## config.mk

```make
export PLATFORM = sky130hd
export DESIGN_NAME = ctrl_pipeline_flat
export DESIGN_NICKNAME = d
export VERILOG_FILES = /design/src/rtl/ctrl_pipeline_if.sv /design/src/rtl/ctrl_pipeline.sv /design/src/flat_wrapper.sv
export SDC_FILE = /design/constraint.sdc
export NUM_CORES = 1
export LEC_CHECK = 0
export ABC_AREA = 1
export ABC_CLOCK_PERIOD_IN_PS = 2300
export BUFFER_PORTS_ARGS = -buffer_cell sky130_fd_sc_hd__clkbuf_2
export CAP_MARGIN = 20
export CORE_ASPECT_RATIO = 1.4
export CORE_UTILIZATION = 25
export CTS_BUF_LIST = sky130_fd_sc_hd__clkbuf_16
export DETAILED_ROUTE_END_ITERATION = 16
export GPL_TIMING_DRIVEN = 0
export SYNTH_ARGS = -nofsm -noshare
export SYNTH_HDL_FRONTEND = slang
export SYNTH_SLANG_ARGS = --single-unit
```

## constraint.sdc

```tcl
create_clock -name clk -period 2.3 [get_ports clk]
set_input_delay 0.115 -clock clk [delete_from_list [all_inputs] [get_ports clk]]
set_output_delay 0.115 -clock clk [all_outputs]
set_load 0.01 [all_outputs]
```

## src/rtl/ctrl_pipeline_if.sv

```systemverilog
// Decode/control bus between the IF/ID register (master) and ctrl_pipeline (slave).
interface ctrl_pipeline_if #(
    parameter int INSTR_W = 32,
    parameter int REG_AW  = 5,
    parameter int ALUOP_W = 4
);
    localparam int CTRL_W = 10 + ALUOP_W;

    logic [INSTR_W-1:0] instr_d;
    logic               valid_d;
    logic [CTRL_W-1:0]  ctrl_d;
    logic [CTRL_W-1:0]  ctrl_e;
    logic [CTRL_W-1:0]  ctrl_m;
    logic [CTRL_W-1:0]  ctrl_w;
    logic [REG_AW-1:0]  a3_e;
    logic [REG_AW-1:0]  a3_m;
    logic [REG_AW-1:0]  a3_w;
    logic               stall;
    logic [1:0]         fwd_rs_d;
    logic [1:0]         fwd_rt_d;
    logic [1:0]         fwd_rs_e;
    logic [1:0]         fwd_rt_e;

    modport master (
        output instr_d, valid_d,
        input  ctrl_d, ctrl_e, ctrl_m, ctrl_w, a3_e, a3_m, a3_w,
        input  stall, fwd_rs_d, fwd_rt_d, fwd_rs_e, fwd_rt_e
    );

    modport slave (
        input  instr_d, valid_d,
        output ctrl_d, ctrl_e, ctrl_m, ctrl_w, a3_e, a3_m, a3_w,
        output stall, fwd_rs_d, fwd_rt_d, fwd_rs_e, fwd_rt_e
    );
endinterface

```

## src/rtl/ctrl_pipeline.sv

```systemverilog
// MIPS pipeline control: D-stage decode, E/M/W control registers, Tuse/Tnew
// hazard detection and forwarding selects. FWD_EN=0 gives a stall-only pipeline.
module ctrl_pipeline #(
    parameter int INSTR_W = 32,
    parameter int REG_AW  = 5,
    parameter int ALUOP_W = 4,
    parameter bit FWD_EN  = 1'b1
) (
    input  logic           clk,
    input  logic           reset,
    ctrl_pipeline_if.slave bus
);
    localparam int CTRL_W = 10 + ALUOP_W;
    localparam int RW_BIT = ALUOP_W + 9;

    localparam logic [5:0] OP_RTYPE = 6'b000000, OP_BEQ = 6'b000100, OP_ORI = 6'b001101;
    localparam logic [5:0] OP_LUI = 6'b001111, OP_LW = 6'b100011, OP_SW = 6'b101011;
    localparam logic [5:0] OP_ADDI = 6'b001000, OP_J = 6'b000010, OP_JAL = 6'b000011;
    localparam logic [5:0] OP_SB = 6'b101000, OP_LB = 6'b100000;
    localparam logic [5:0] F_ADD = 6'b100000, F_SUB = 6'b100010, F_SLLV = 6'b000100;
    localparam logic [5:0] F_SLT = 6'b101010, F_JR = 6'b001000;

    localparam logic [ALUOP_W-1:0] ALU_ADD  = ALUOP_W'(4'b0000);
    localparam logic [ALUOP_W-1:0] ALU_SUB  = ALUOP_W'(4'b0001);
    localparam logic [ALUOP_W-1:0] ALU_OR   = ALUOP_W'(4'b0010);
    localparam logic [ALUOP_W-1:0] ALU_LUI  = ALUOP_W'(4'b0011);
    localparam logic [ALUOP_W-1:0] ALU_SLLV = ALUOP_W'(4'b0100);
    localparam logic [ALUOP_W-1:0] ALU_SLT  = ALUOP_W'(4'b1001);

    // Tuse of 3 means "operand not read": it can never be below any Tnew.
    localparam logic [1:0] TUSE_NONE = 2'd3;

    typedef enum logic [1:0] {DST_NONE, DST_RD, DST_RT, DST_RA} dst_e;

    // Flag order: RegWrite MemtoReg MemWrite ALUSrc ExtOp Byte Branch JEn Jal Jr.
    function automatic logic [CTRL_W-1:0] mk_ctrl(input logic [9:0] flags,
                                                  input logic [ALUOP_W-1:0] op);
        return {flags, op};
    endfunction

    function automatic logic src_hit(input logic [REG_AW-1:0] src, input logic [REG_AW-1:0] a3,
                                     input logic rw);
        return rw && (src != '0) && (src == a3);
    endfunction

    // A matching stage blocks older stages; it supplies data only once its value is ready.
    function automatic logic [1:0] pick(input logic h_e, input logic r_e, input logic h_m,
                                        input logic r_m, input logic h_w);
        if (h_e) return r_e ? 2'd1 : 2'd0;
        if (h_m) return r_m ? 2'd2 : 2'd0;
        if (h_w) return 2'd3;
        return 2'd0;
    endfunction

    logic [5:0]        opcode, funct;
    logic [REG_AW-1:0] rs_f, rt_f, rd_f, src_rs, src_rt, dec_a3;
    logic [CTRL_W-1:0] dec_ctrl;
    dst_e              dst_sel;
    logic [1:0]        dec_tnew, tuse_rs, tuse_rt;
    logic              unused_instr;

    logic [CTRL_W-1:0] ctrl_e_q, ctrl_e_d, ctrl_m_q, ctrl_m_d, ctrl_w_q, ctrl_w_d;
    logic [REG_AW-1:0] a3_e_q, a3_e_d, a3_m_q, a3_m_d, a3_w_q, a3_w_d;
    logic [REG_AW-1:0] rs_e_q, rs_e_d, rt_e_q, rt_e_d;
    logic [1:0]        tnew_e_q, tnew_e_d, tnew_m_q, tnew_m_d;

    logic rw_e, rw_m, rw_w, stall_req;
    logic hrs_e, hrs_m, hrs_w, hrt_e, hrt_m, hrt_w;
    logic ers_m, ers_w, ert_m, ert_w;
    logic [1:0] fwd_rs_d, fwd_rt_d, fwd_rs_e, fwd_rt_e;

    assign opcode       = bus.instr_d[31:26];
    assign funct        = bus.instr_d[5:0];
    assign rs_f         = bus.instr_d[21 +: REG_AW];
    assign rt_f         = bus.instr_d[16 +: REG_AW];
    assign rd_f         = bus.instr_d[11 +: REG_AW];
    assign unused_instr = ^bus.instr_d;

    // Decode the D-stage instruction into control word, destination kind, Tnew and Tuse.
    always_comb begin
        // NOTE: every signal this block drives gets a default first, so no path infers a latch.
        dec_ctrl = '0;
        dst_sel  = DST_NONE;
        dec_tnew = 2'd0;
        tuse_rs  = TUSE_NONE;
        tuse_rt  = TUSE_NONE;
        if (bus.valid_d) begin
            case (opcode)
                OP_RTYPE: begin
                    case (funct)
                        F_ADD, F_SUB, F_SLLV, F_SLT: begin
                            dec_ctrl = mk_ctrl(10'b1000000000,
                                               (funct == F_ADD)  ? ALU_ADD  :
                                               (funct == F_SUB)  ? ALU_SUB  :
                                               (funct == F_SLLV) ? ALU_SLLV : ALU_SLT);
                            dst_sel  = DST_RD;
                            dec_tnew = 2'd1;
                            tuse_rs  = 2'd1;
                            tuse_rt  = 2'd1;
                        end
                        F_JR: begin
                            dec_ctrl = mk_ctrl(10'b0000000001, ALU_ADD);
                            tuse_rs  = 2'd0;
                        end
                        default: ;
                    endcase
                end
                OP_BEQ: begin
                    dec_ctrl = mk_ctrl(10'b0000001000, ALU_SUB);
                    tuse_rs  = 2'd0;
                    tuse_rt  = 2'd0;
                end
                OP_ORI:  begin dec_ctrl = mk_ctrl(10'b1001000000, ALU_OR);  dst_sel = DST_RT;
                               dec_tnew = 2'd1; tuse_rs = 2'd1; end
                OP_LUI:  begin dec_ctrl = mk_ctrl(10'b1001000000, ALU_LUI); dst_sel = DST_RT;
                               dec_tnew = 2'd1; end
                OP_ADDI: begin dec_ctrl = mk_ctrl(10'b1001100000, ALU_ADD); dst_sel = DST_RT;
                               dec_tnew = 2'd1; tuse_rs = 2'd1; end
                OP_LW:   begin dec_ctrl = mk_ctrl(10'b1101100000, ALU_ADD); dst_sel = DST_RT;
                               dec_tnew = 2'd2; tuse_rs = 2'd1; end
                OP_LB:   begin dec_ctrl = mk_ctrl(10'b1101110000, ALU_ADD); dst_sel = DST_RT;
                               dec_tnew = 2'd2; tuse_rs = 2'd1; end
                OP_SW:   begin dec_ctrl = mk_ctrl(10'b0011100000, ALU_ADD);
                               tuse_rs = 2'd1; tuse_rt = 2'd2; end
                OP_SB:   begin dec_ctrl = mk_ctrl(10'b0011110000, ALU_ADD);
                               tuse_rs = 2'd1; tuse_rt = 2'd2; end
                OP_J:    dec_ctrl = mk_ctrl(10'b0000000100, ALU_ADD);
                OP_JAL:  begin dec_ctrl = mk_ctrl(10'b1000000110, ALU_ADD); dst_sel = DST_RA; end
                default: ;
            endcase
        end
    end

    // Destination and source registers; operands that are not read are reported as $0.
    always_comb begin
        case (dst_sel)
            DST_RD:  dec_a3 = rd_f;
            DST_RT:  dec_a3 = rt_f;
            DST_RA:  dec_a3 = REG_AW'(31);
            default: dec_a3 = '0;
        endcase
        src_rs = (tuse_rs != TUSE_NONE) ? rs_f : '0;
        src_rt = (tuse_rt != TUSE_NONE) ? rt_f : '0;
    end

    assign rw_e  = ctrl_e_q[RW_BIT];
    assign rw_m  = ctrl_m_q[RW_BIT];
    assign rw_w  = ctrl_w_q[RW_BIT];
    assign hrs_e = src_hit(src_rs, a3_e_q, rw_e);
    assign hrs_m = src_hit(src_rs, a3_m_q, rw_m);
    assign hrs_w = src_hit(src_rs, a3_w_q, rw_w);
    assign hrt_e = src_hit(src_rt, a3_e_q, rw_e);
    assign hrt_m = src_hit(src_rt, a3_m_q, rw_m);
    assign hrt_w = src_hit(src_rt, a3_w_q, rw_w);
    assign ers_m = src_hit(rs_e_q, a3_m_q, rw_m);
    assign ers_w = src_hit(rs_e_q, a3_w_q, rw_w);
    assign ert_m = src_hit(rt_e_q, a3_m_q, rw_m);
    assign ert_w = src_hit(rt_e_q, a3_w_q, rw_w);

    // Stall request and forwarding selects for the D and E operands.
    always_comb begin
        stall_req = 1'b0;
        fwd_rs_d  = 2'd0;
        fwd_rt_d  = 2'd0;
        fwd_rs_e  = 2'd0;
        fwd_rt_e  = 2'd0;
        if (FWD_EN) begin
            stall_req = (hrs_e && (tuse_rs < tnew_e_q)) || (hrs_m && (tuse_rs < tnew_m_q)) ||
                        (hrt_e && (tuse_rt < tnew_e_q)) || (hrt_m && (tuse_rt < tnew_m_q));
            fwd_rs_d  = pick(hrs_e, tnew_e_q == 2'd0, hrs_m, tnew_m_q == 2'd0, hrs_w);
            fwd_rt_d  = pick(hrt_e, tnew_e_q == 2'd0, hrt_m, tnew_m_q == 2'd0, hrt_w);
            fwd_rs_e  = pick(1'b0, 1'b0, ers_m, tnew_m_q == 2'd0, ers_w);
            fwd_rt_e  = pick(1'b0, 1'b0, ert_m, tnew_m_q == 2'd0, ert_w);
        end else begin
            stall_req = hrs_e || hrs_m || hrs_w || hrt_e || hrt_m || hrt_w;
        end
    end

    // Next pipeline contents: a stall injects an all-zero bubble into E while M and W advance.
    always_comb begin
        ctrl_e_d = stall_req ? '0 : dec_ctrl;
        a3_e_d   = stall_req ? '0 : dec_a3;
        tnew_e_d = stall_req ? '0 : dec_tnew;
        rs_e_d   = stall_req ? '0 : src_rs;
        rt_e_d   = stall_req ? '0 : src_rt;
        ctrl_m_d = ctrl_e_q;
        a3_m_d   = a3_e_q;
        tnew_m_d = (tnew_e_q == 2'd0) ? 2'd0 : 2'(tnew_e_q - 2'd1);
        ctrl_w_d = ctrl_m_q;
        a3_w_d   = a3_m_q;
    end

    // E/M/W registers with synchronous active-low clear.
    always_ff @(posedge clk) begin
        // NOTE: state updates use non-blocking assignment so every stage samples the old value.
        if (!reset) begin
            ctrl_e_q <= '0; a3_e_q <= '0; tnew_e_q <= '0; rs_e_q <= '0; rt_e_q <= '0;
            ctrl_m_q <= '0; a3_m_q <= '0; tnew_m_q <= '0;
            ctrl_w_q <= '0; a3_w_q <= '0;
        end else begin
            ctrl_e_q <= ctrl_e_d; a3_e_q <= a3_e_d; tnew_e_q <= tnew_e_d;
            rs_e_q   <= rs_e_d;   rt_e_q <= rt_e_d;
            ctrl_m_q <= ctrl_m_d; a3_m_q <= a3_m_d; tnew_m_q <= tnew_m_d;
            ctrl_w_q <= ctrl_w_d; a3_w_q <= a3_w_d;
        end
    end

    assign bus.ctrl_d   = dec_ctrl;
    assign bus.ctrl_e   = ctrl_e_q;
    assign bus.ctrl_m   = ctrl_m_q;
    assign bus.ctrl_w   = ctrl_w_q;
    assign bus.a3_e     = a3_e_q;
    assign bus.a3_m     = a3_m_q;
    assign bus.a3_w     = a3_w_q;
    assign bus.stall    = stall_req;
    assign bus.fwd_rs_d = fwd_rs_d;
    assign bus.fwd_rt_d = fwd_rt_d;
    assign bus.fwd_rs_e = fwd_rs_e;
    assign bus.fwd_rt_e = fwd_rt_e;
endmodule
```

## src/flat_wrapper.sv

```systemverilog
// flat-port wrapper written by rule: the top's interface ports become plain ports
module ctrl_pipeline_flat 
#(
    parameter int INSTR_W = 32,
    parameter int REG_AW  = 5,
    parameter int ALUOP_W = 4,
    parameter bit FWD_EN  = 1'b1
)
  (clk, reset, bus_instr_d, bus_valid_d, bus_ctrl_d, bus_ctrl_e, bus_ctrl_m, bus_ctrl_w, bus_a3_e, bus_a3_m, bus_a3_w, bus_stall, bus_fwd_rs_d, bus_fwd_rt_d, bus_fwd_rs_e, bus_fwd_rt_e);
  ctrl_pipeline_if #(.INSTR_W(INSTR_W), .REG_AW(REG_AW), .ALUOP_W(ALUOP_W)) bus_i ();
  input  logic clk;
  input  logic reset;
  input wire logic [$bits(bus_i.instr_d)-1:0] bus_instr_d;
  input wire logic [$bits(bus_i.valid_d)-1:0] bus_valid_d;
  output wire logic [$bits(bus_i.ctrl_d)-1:0] bus_ctrl_d;
  output wire logic [$bits(bus_i.ctrl_e)-1:0] bus_ctrl_e;
  output wire logic [$bits(bus_i.ctrl_m)-1:0] bus_ctrl_m;
  output wire logic [$bits(bus_i.ctrl_w)-1:0] bus_ctrl_w;
  output wire logic [$bits(bus_i.a3_e)-1:0] bus_a3_e;
  output wire logic [$bits(bus_i.a3_m)-1:0] bus_a3_m;
  output wire logic [$bits(bus_i.a3_w)-1:0] bus_a3_w;
  output wire logic [$bits(bus_i.stall)-1:0] bus_stall;
  output wire logic [$bits(bus_i.fwd_rs_d)-1:0] bus_fwd_rs_d;
  output wire logic [$bits(bus_i.fwd_rt_d)-1:0] bus_fwd_rt_d;
  output wire logic [$bits(bus_i.fwd_rs_e)-1:0] bus_fwd_rs_e;
  output wire logic [$bits(bus_i.fwd_rt_e)-1:0] bus_fwd_rt_e;
  assign bus_i.instr_d = bus_instr_d;
  assign bus_i.valid_d = bus_valid_d;
  assign bus_ctrl_d = bus_i.ctrl_d;
  assign bus_ctrl_e = bus_i.ctrl_e;
  assign bus_ctrl_m = bus_i.ctrl_m;
  assign bus_ctrl_w = bus_i.ctrl_w;
  assign bus_a3_e = bus_i.a3_e;
  assign bus_a3_m = bus_i.a3_m;
  assign bus_a3_w = bus_i.a3_w;
  assign bus_stall = bus_i.stall;
  assign bus_fwd_rs_d = bus_i.fwd_rs_d;
  assign bus_fwd_rt_d = bus_i.fwd_rt_d;
  assign bus_fwd_rs_e = bus_i.fwd_rs_e;
  assign bus_fwd_rt_e = bus_i.fwd_rt_e;
  ctrl_pipeline #(.INSTR_W(INSTR_W), .REG_AW(REG_AW), .ALUOP_W(ALUOP_W), .FWD_EN(FWD_EN)) u_core (.clk(clk), .reset(reset), .bus(bus_i));
endmodule
```

==> flow_summary.toml, run 1 <==
[run_status]
outcome = "complete, no violations"

[final_layout]
area_delta_synth_final_pct = 37.2
fillers = 1540
stdcell_area_um2 = 5130
diodes = 0
drive_gt1_frac = 0.340
utilization = 0.354
multi_input_area_um2 = 1990
nets = 699
regArea_um2 = 1420

[setup_path]
cp_max_fo = 5
r2r_slack_ns = 0.26
reg2reg_depth = 13
crit_chain = "clkbuf_4, inv_2, nand2_1, nand2_2, nand3_4, nand2_4, nor2_4, nand2_4, buf_8, nand2_2, ha_1, a21oi_2, nand3_2, nand2_2, nor2_4, inv_1, clkbuf_2"
cp-end-kind = "primary output"
critPathMaxStageDelay_ns = 0.28
worstPathArrival_ns = 2.09
cpMostUsedCell = "nand2_2"
crit_slowest_cell = "ha_1"
r2r_start = "u_core.bus.a3_m[3]"
r2r-end = "u_core.bus.a3_e[2]"
startpoint_type = "input port"
path_class = "in2out"
cp.required_ns = 2.18

[routing]
ant_nets = 0
vias = 3746
drt-initial-drc-count = 221
wirelength_um = 12000
vias_per_cell = 4.39
routedWlPerCell_um = 14.1
drc = 0
dr.pass1.iters = 4

[yosys]
synth_common_cells = "nand2_1 (127), inv_1 (102), dfxtp_1 (71)"
synthFlopType = "dfxtp_1"
synth-seq-cells = 71
yosysWarnings = 0
syn_inst = 528
synthArstFlopShare = 0
synth_area_um2 = 3740
synth_top_area_frac = 0.380
yosysMostFrequentCell = "nand2_1"
synth_seq_area_share = 0.380
synthesis.nets = 568
synth_cell_types = 38
syn_avg_cell_area_um2 = 7.09
synth_area_leaders = "dfxtp_1 (38%), nand2_1 (13%), inv_1 (10%)"
synth-edff-count = 0
synth_top_cell_by_area = "dfxtp_1"

[cts]
cts_buffer_depth = 2
root_buffer = "clkbuf_16"
cts_tree = "yes"
htree_levels = 3
cts.sinks = 71
worstSkewPairLatency_ns = 0.34
cts_made_buffers = 9
path_clk_slew_ns = 0.06

[floorplanning]
dieArea_um2 = 15500
core_um2 = 14500
num_rows = 52
initial_core_util = 0.258
die_height_um = 147
ios = 115
die_w_um = 105

[flow_run]
max_cap_violations = 0

[grt]
track_usage = 0.155
overflow = 0
grt_pass1_vias = 3395
antenna_found_initial = 0
grt_max_degree = 15
grt_pass1_wl_um = 18100

[sta]
finalSetupTns_ns = 0
period_share = 0.959
fmax_mhz = 454
rsz0062_at_grt = "yes"
slew_violations = 0
worst_pin_slew_ns = 0.596
fin_skew_ns = 0.00572
fin_ws_ns = 0.0953
period_minus_slack_ns = 2.20
setup_viol = 0
slew_headroom = 0.601
hold_viol_final = 0

[place]
placed_area_um2 = 4520
hpwl_um = 9360
pre_cts_ws_ns = -0.386
port_buffers = 108
place_congestion = 0.919

[hold_path]
hold_end = "u_core.bus.a3_e[1]"
min-delay-start = "bus_instr_d[12]"
holdPathStages = 3
hp-class = "in2reg"

[power]
power.leakage_uw = 0.00268
ir_drop_uv = 288
cellPowerDensity_nw_per_um2 = 574
[cells by family after synthesis]
group,Yosys count,share of synthesized area
AO/OA/AOI/OAI,39,0.0722
XOR/XNOR,10,0.0234
adder cells (fa/ha/maj),5,0.0167
AND/OR/NAND/NOR,286,0.374
buffers and inverters,117,0.133
flip-flops,71,0.380
[worst max-delay path: cells and delay by family]
family | cells | cell delay [ns]
AND/OR/NAND/NOR | 10 | 0.94
AO/OA/AOI/OAI | 1 | 0.20
adder cells (fa/ha/maj) | 1 | 0.28
buffers and inverters | 5 | 0.55
[worst max path at each step]
stage | from | to | slack (ns) | cells after the start
after global placement | bus_instr_d[0] | u_core.bus.a3_e[2] | -0.34 | 16
after CTS | bus_instr_d[0] | bus_stall | 0.02 | 15
after detailed placement | bus_instr_d[0] | u_core.bus.a3_e[0] | -0.39 | 16
after global routing | bus_instr_d[27] | bus_stall | -0.04 | 21
final | bus_instr_d[26] | bus_stall | 0.1 | 17
after floorplan | bus_instr_d[0] | u_core.bus.a3_e[0] | 0.30 | 15
[final cells by class]
type                       count  share of cell area
buffer                        12              0.0212
clock buffer                   9              0.0439
clock inverter                 7              0.0156
inverter                     105              0.0768
multi-input combinational    340               0.387
sequential                    71               0.277
tap                          189              0.0461
timing repair buffer         120               0.132
[registers in the layout, summed over array words and instances, names as in the netlist]
register,count
u_core.bus.ctrl_e,14
u_core.bus.ctrl_m,14
u_core.bus.ctrl_w,14
u_core.bus.a3_e,5
u_core.bus.a3_m,5
u_core.bus.a3_w,5
u_core.rs_e_q,5
u_core.rt_e_q,5
u_core.tnew_e_q,2
u_core.tnew_m_q,2
[per-stage QoR]
step	std cells	hold slack, ns	total power [uW]
CTS	842	0.0450	2930
floorplan	528	0.282	1420
global route	853	0.0880	3040
detailed placement	825	0.399	1510
global placement	825	0.402	1510
finish	853	0.0487	2950
[cell usage in the layout (no fill, tap or decap), types with 2 or more instances in the layout]
cell,instances
clkbuf_1,6
buf_8,2
clkinv_4,2
nor2_2,31
a21oi_2,2
nand3_2,7
a221oi_1,7
buf_6,3
o22ai_1,6
o21ai_0,5
a31oi_1,2
nand2_2,13
ha_1,5
nand4_1,14
buf_4,9
clkbuf_16,11
clkbuf_2,106
nand2_1,118
inv_6,2
a211oi_1,2
buf_12,2
and3_1,2
inv_2,4
nand3_1,27
o2111ai_1,4
nor3_1,8
nand2_4,6
xor2_1,8
nor2_1,36
nor2_4,12
xnor2_1,2
nor4_1,3
a21oi_1,5
dfxtp_1,70
inv_1,101
nand3_4,7
[power by group]
group	leakage [uW]	internal, uW	switching [uW]
Clock	0.000150	854	571
Combinational	0.00195	101	174
Sequential	0.000573	1240	9.03
Total	0.00268	2190	754
[per-layer routing]
layer,wire length (um),part of all wire,track usage
met1,4710,0.39,0.170
met2,6460,0.54,0.288
met3,439,0.037,0.0169
met4,401,0.033,0.0796
met5,0,0,0
[repair_timing]
item / CTS / global route
hold buffers: 0 / 0
setup endpoints to repair: 20 / 6
gates resized for setup: 5 / 46
pin swaps: 1 / 15
cloned: 0 / 3
buffers inserted: 1 / 8
No activity file was read; power rests on OpenSTA's default activity.
==> inputs of run 2 (changes only) <==
--- a/config.mk
+++ b/config.mk
@@ -5,15 +5,16 @@
 export SDC_FILE = /design/constraint.sdc
 export NUM_CORES = 1
 export LEC_CHECK = 0
-export ABC_AREA = 1
+export ABC_AREA = 0
 export ABC_CLOCK_PERIOD_IN_PS = 2300
 export BUFFER_PORTS_ARGS = -buffer_cell sky130_fd_sc_hd__clkbuf_2
 export CAP_MARGIN = 20
 export CORE_ASPECT_RATIO = 1.4
-export CORE_UTILIZATION = 25
+export CORE_UTILIZATION = 40
 export CTS_BUF_LIST = sky130_fd_sc_hd__clkbuf_16
 export DETAILED_ROUTE_END_ITERATION = 16
 export GPL_TIMING_DRIVEN = 0
+export PLACE_DENSITY = 0.65
 export SYNTH_ARGS = -nofsm -noshare
 export SYNTH_HDL_FRONTEND = slang
 export SYNTH_SLANG_ARGS = --single-unit
==> run 2 against run 1 <==
- the run now ends with negative setup slack left
- cell area down 6.5%
- combinational power down 8.0%
- routed wire length decreased by 17%
- non-clock buffer count increased by 2
- global-route usage up 6.9 points
- power grew 0.91%
- flip-flop and latch count unchanged
- critical path type unchanged
- highest routed layer unchanged
==> flow_summary.toml, run 2 <==
[hold_path]
min-delay-start = "bus_instr_d[14]"
hp-class = "in2reg"

[sta]
setup_viol = 2
fmax_mhz = 423
period_minus_slack_ns = 2.36
hold_viol_final = 0
slew_headroom = 0.576
fin_skew_ns = 0.00670
fin_ws_ns = -0.0622
rsz0062_at_grt = "yes"
slew_violations = 0
period_share = 1.03
whs_ns = 0.0391
worst_pin_slew_ns = 0.633

[setup_path]
path_delay_family = "simple AND/OR/NAND/NOR gates"
crit_chain = "clkbuf_2, nor3_4, nand3_4, a221oi_4, nor3_4, inv_4, ha_1, a21oi_2, nand3_2, o21ai_4, buf_6, nand2b_4, buf_2"
startpoint_type = "input port"
crit_buf_inv = 4
cp_max_fo = 6
r2r_start = "u_core.bus.a3_e[2]"
crit_slowest_cell = "a221oi_4"
r2r_slack_ns = 0.16
critPathMaxStageDelay_ns = 0.31
cp-end-kind = "primary output"
startpoint = "bus_instr_d[29]"
path_class = "in2out"
cp.required_ns = 2.18
cpMostUsedCell = "nor3_4"
worstPathArrival_ns = 2.25

[power]
finalPower_uw = 2970
power.leakage_uw = 0.00211
cellPowerDensity_nw_per_um2 = 620
ir_drop_uv = 520

[yosys]
synth_top_area_frac = 0.394
syn_inst = 408
synthesis.nets = 448
yosysWarnings = 0
synth-edff-count = 0
synth_seq_area_share = 0.394
synthFlopType = "dfxtp_1"
synth_area_leaders = "dfxtp_1 (39%), and2_1 (7.1%), xor2_1 (6.8%)"
synth_common_cells = "dfxtp_1 (71), and2_1 (41), nor2_1 (32)"
synthArstFlopShare = 0
synth_cell_types = 58
synth-seq-cells = 71
yosysMostFrequentCell = "dfxtp_1"
synth_area_um2 = 3610
syn_avg_cell_area_um2 = 8.85
synth_top_cell_by_area = "dfxtp_1"

[floorplanning]
die_height_um = 114
dieArea_um2 = 9410
core_um2 = 8660
die_w_um = 82.3
initial_core_util = 0.417
num_rows = 40
ios = 115

[grt]
antenna_found_initial = 0
grt_pass1_wl_um = 15500
track_usage = 0.223
grt_pass1_vias = 3140
overflow = 0
grt_max_degree = 14

[run_status]
violations = "negative setup slack"
outcome = "finished, violations left"

[cts]
cts_buffer_depth = 2
cts.sinks = 71
cts_made_buffers = 9
path_clk_slew_ns = 0.05
ctsHoldBuffers = 0
cts_tree = "yes"
worstSkewPairLatency_ns = 0.34
htree_levels = 3
root_buffer = "clkbuf_16"

[final_layout]
utilization = 0.554
drive_gt1_frac = 0.348
layout_commonest_cell = "clkbuf_2"
area_delta_synth_final_pct = 33.0
mostFrequentLayoutCells = "clkbuf_2 (96), dfxtp_1 (66), and2_1 (41)"
diodes = 0
fillers = 816
stdcell_count = 634
nets = 564

[place]
hpwl_um = 7580
dpl.cell_count = 612
place_congestion = 0.878
port_buffers = 99

[routing]
vias_per_cell = 5.15
drc = 0
vias = 3265
wirelength_um = 9990
routedWlPerCell_um = 15.8
dr.pass1.iters = 4
ant_nets = 0
drt-initial-drc-count = 160

[flow_run]
max_cap_violations = 0
run 2: changes by cell type after synthesis, sizes merged, moves of 6 or more:
cell / change
and2: +40
nand4: -11
xor2: +20
nor4: +13
nor3: +20
inv: -89
xnor2: +19
nor2: -44
a221oi: -6
buf: +6
nand2: -109
clkbuf: +11
nand3: -27
run 2: cell type report:
class                           count  area [um^2]  share of cell area
Buffer                             23          148              0.0308
Clock buffer                        9          225              0.0469
Clock inverter                      7         96.3              0.0201
Inverter                           16         62.6              0.0130
Multi-Input combinational cell    292         2120               0.442
Sequential cell                    71         1430               0.298
Tap cell                          105          131              0.0274
Timing Repair Buffer              111          586               0.122
run 2: what timing repair did:
| action | CTS | global route |
|---|---|---|
| endpoints found under the setup margin | 31 | 19 |
| pin swaps | 8 | 9 |
| gates resized for setup | 23 | 12 |
| setup buffers | 9 | 3 |
run 2: cell families (layout without fill, tap and decap cells):
family | after synthesis | after routing | share of synthesized area
flip-flops | 71 | 71 | 0.394
AO/OA/AOI/OAI | 44 | 44 | 0.0998
multiplexers | 1 | 1 | 0.00277
buffers and inverters | 45 | 166 | 0.0579
adder cells (fa/ha/maj) | 5 | 5 | 0.0173
XOR/XNOR | 49 | 49 | 0.121
AND/OR/NAND/NOR | 193 | 193 | 0.307
run 2: metal layers:
layer  vias up  wire, um  global-route usage
li1       1614         -                   -
met1      1528      4000               0.257
met2        98      5210               0.381
met3        25       474              0.0414
met4         0       306               0.120
met5         -         0                   0
run 2: tightest hold or removal path, delay by kind of cell:
| kind | cells | cell delay [ns] |
|---|---|---|
| simple gates | 1 | 0.09 |
| buf+inv | 1 | 0.08 |
| compound gates | 1 | 0.05 |
run 2: power by group:
part           switching [uW]  internal (uW)  leakage, uW
registers                6.61           1240     0.000575
clock network             527            951     0.000160
logic                     156           97.9      0.00138
total                     690           2280      0.00211
run 2: worst paths after layout:
path                                        endpoint  cells past startpoint
worst min register to register  u_core.bus.ctrl_w[8]                      1
worst min-delay path              u_core.bus.a3_e[3]                      3
worst max register to register      u_core.rt_e_q[0]                      9
worst max-delay path                       bus_stall                     13
run 2: metrics by stage:
step	cell area, um^2	setup slack, ns	TNS, ns
6_report	4800	-0.0622	-0.0792
5_1_grt	4800	-0.153	-0.692
4_1_cts	4740	-0.0604	-0.0604
3_5_place_dp	4260	-0.549	-12.97
3_3_place_gp	4260	-0.544	-12.61
2_1_floorplan	3640	0.00869	0
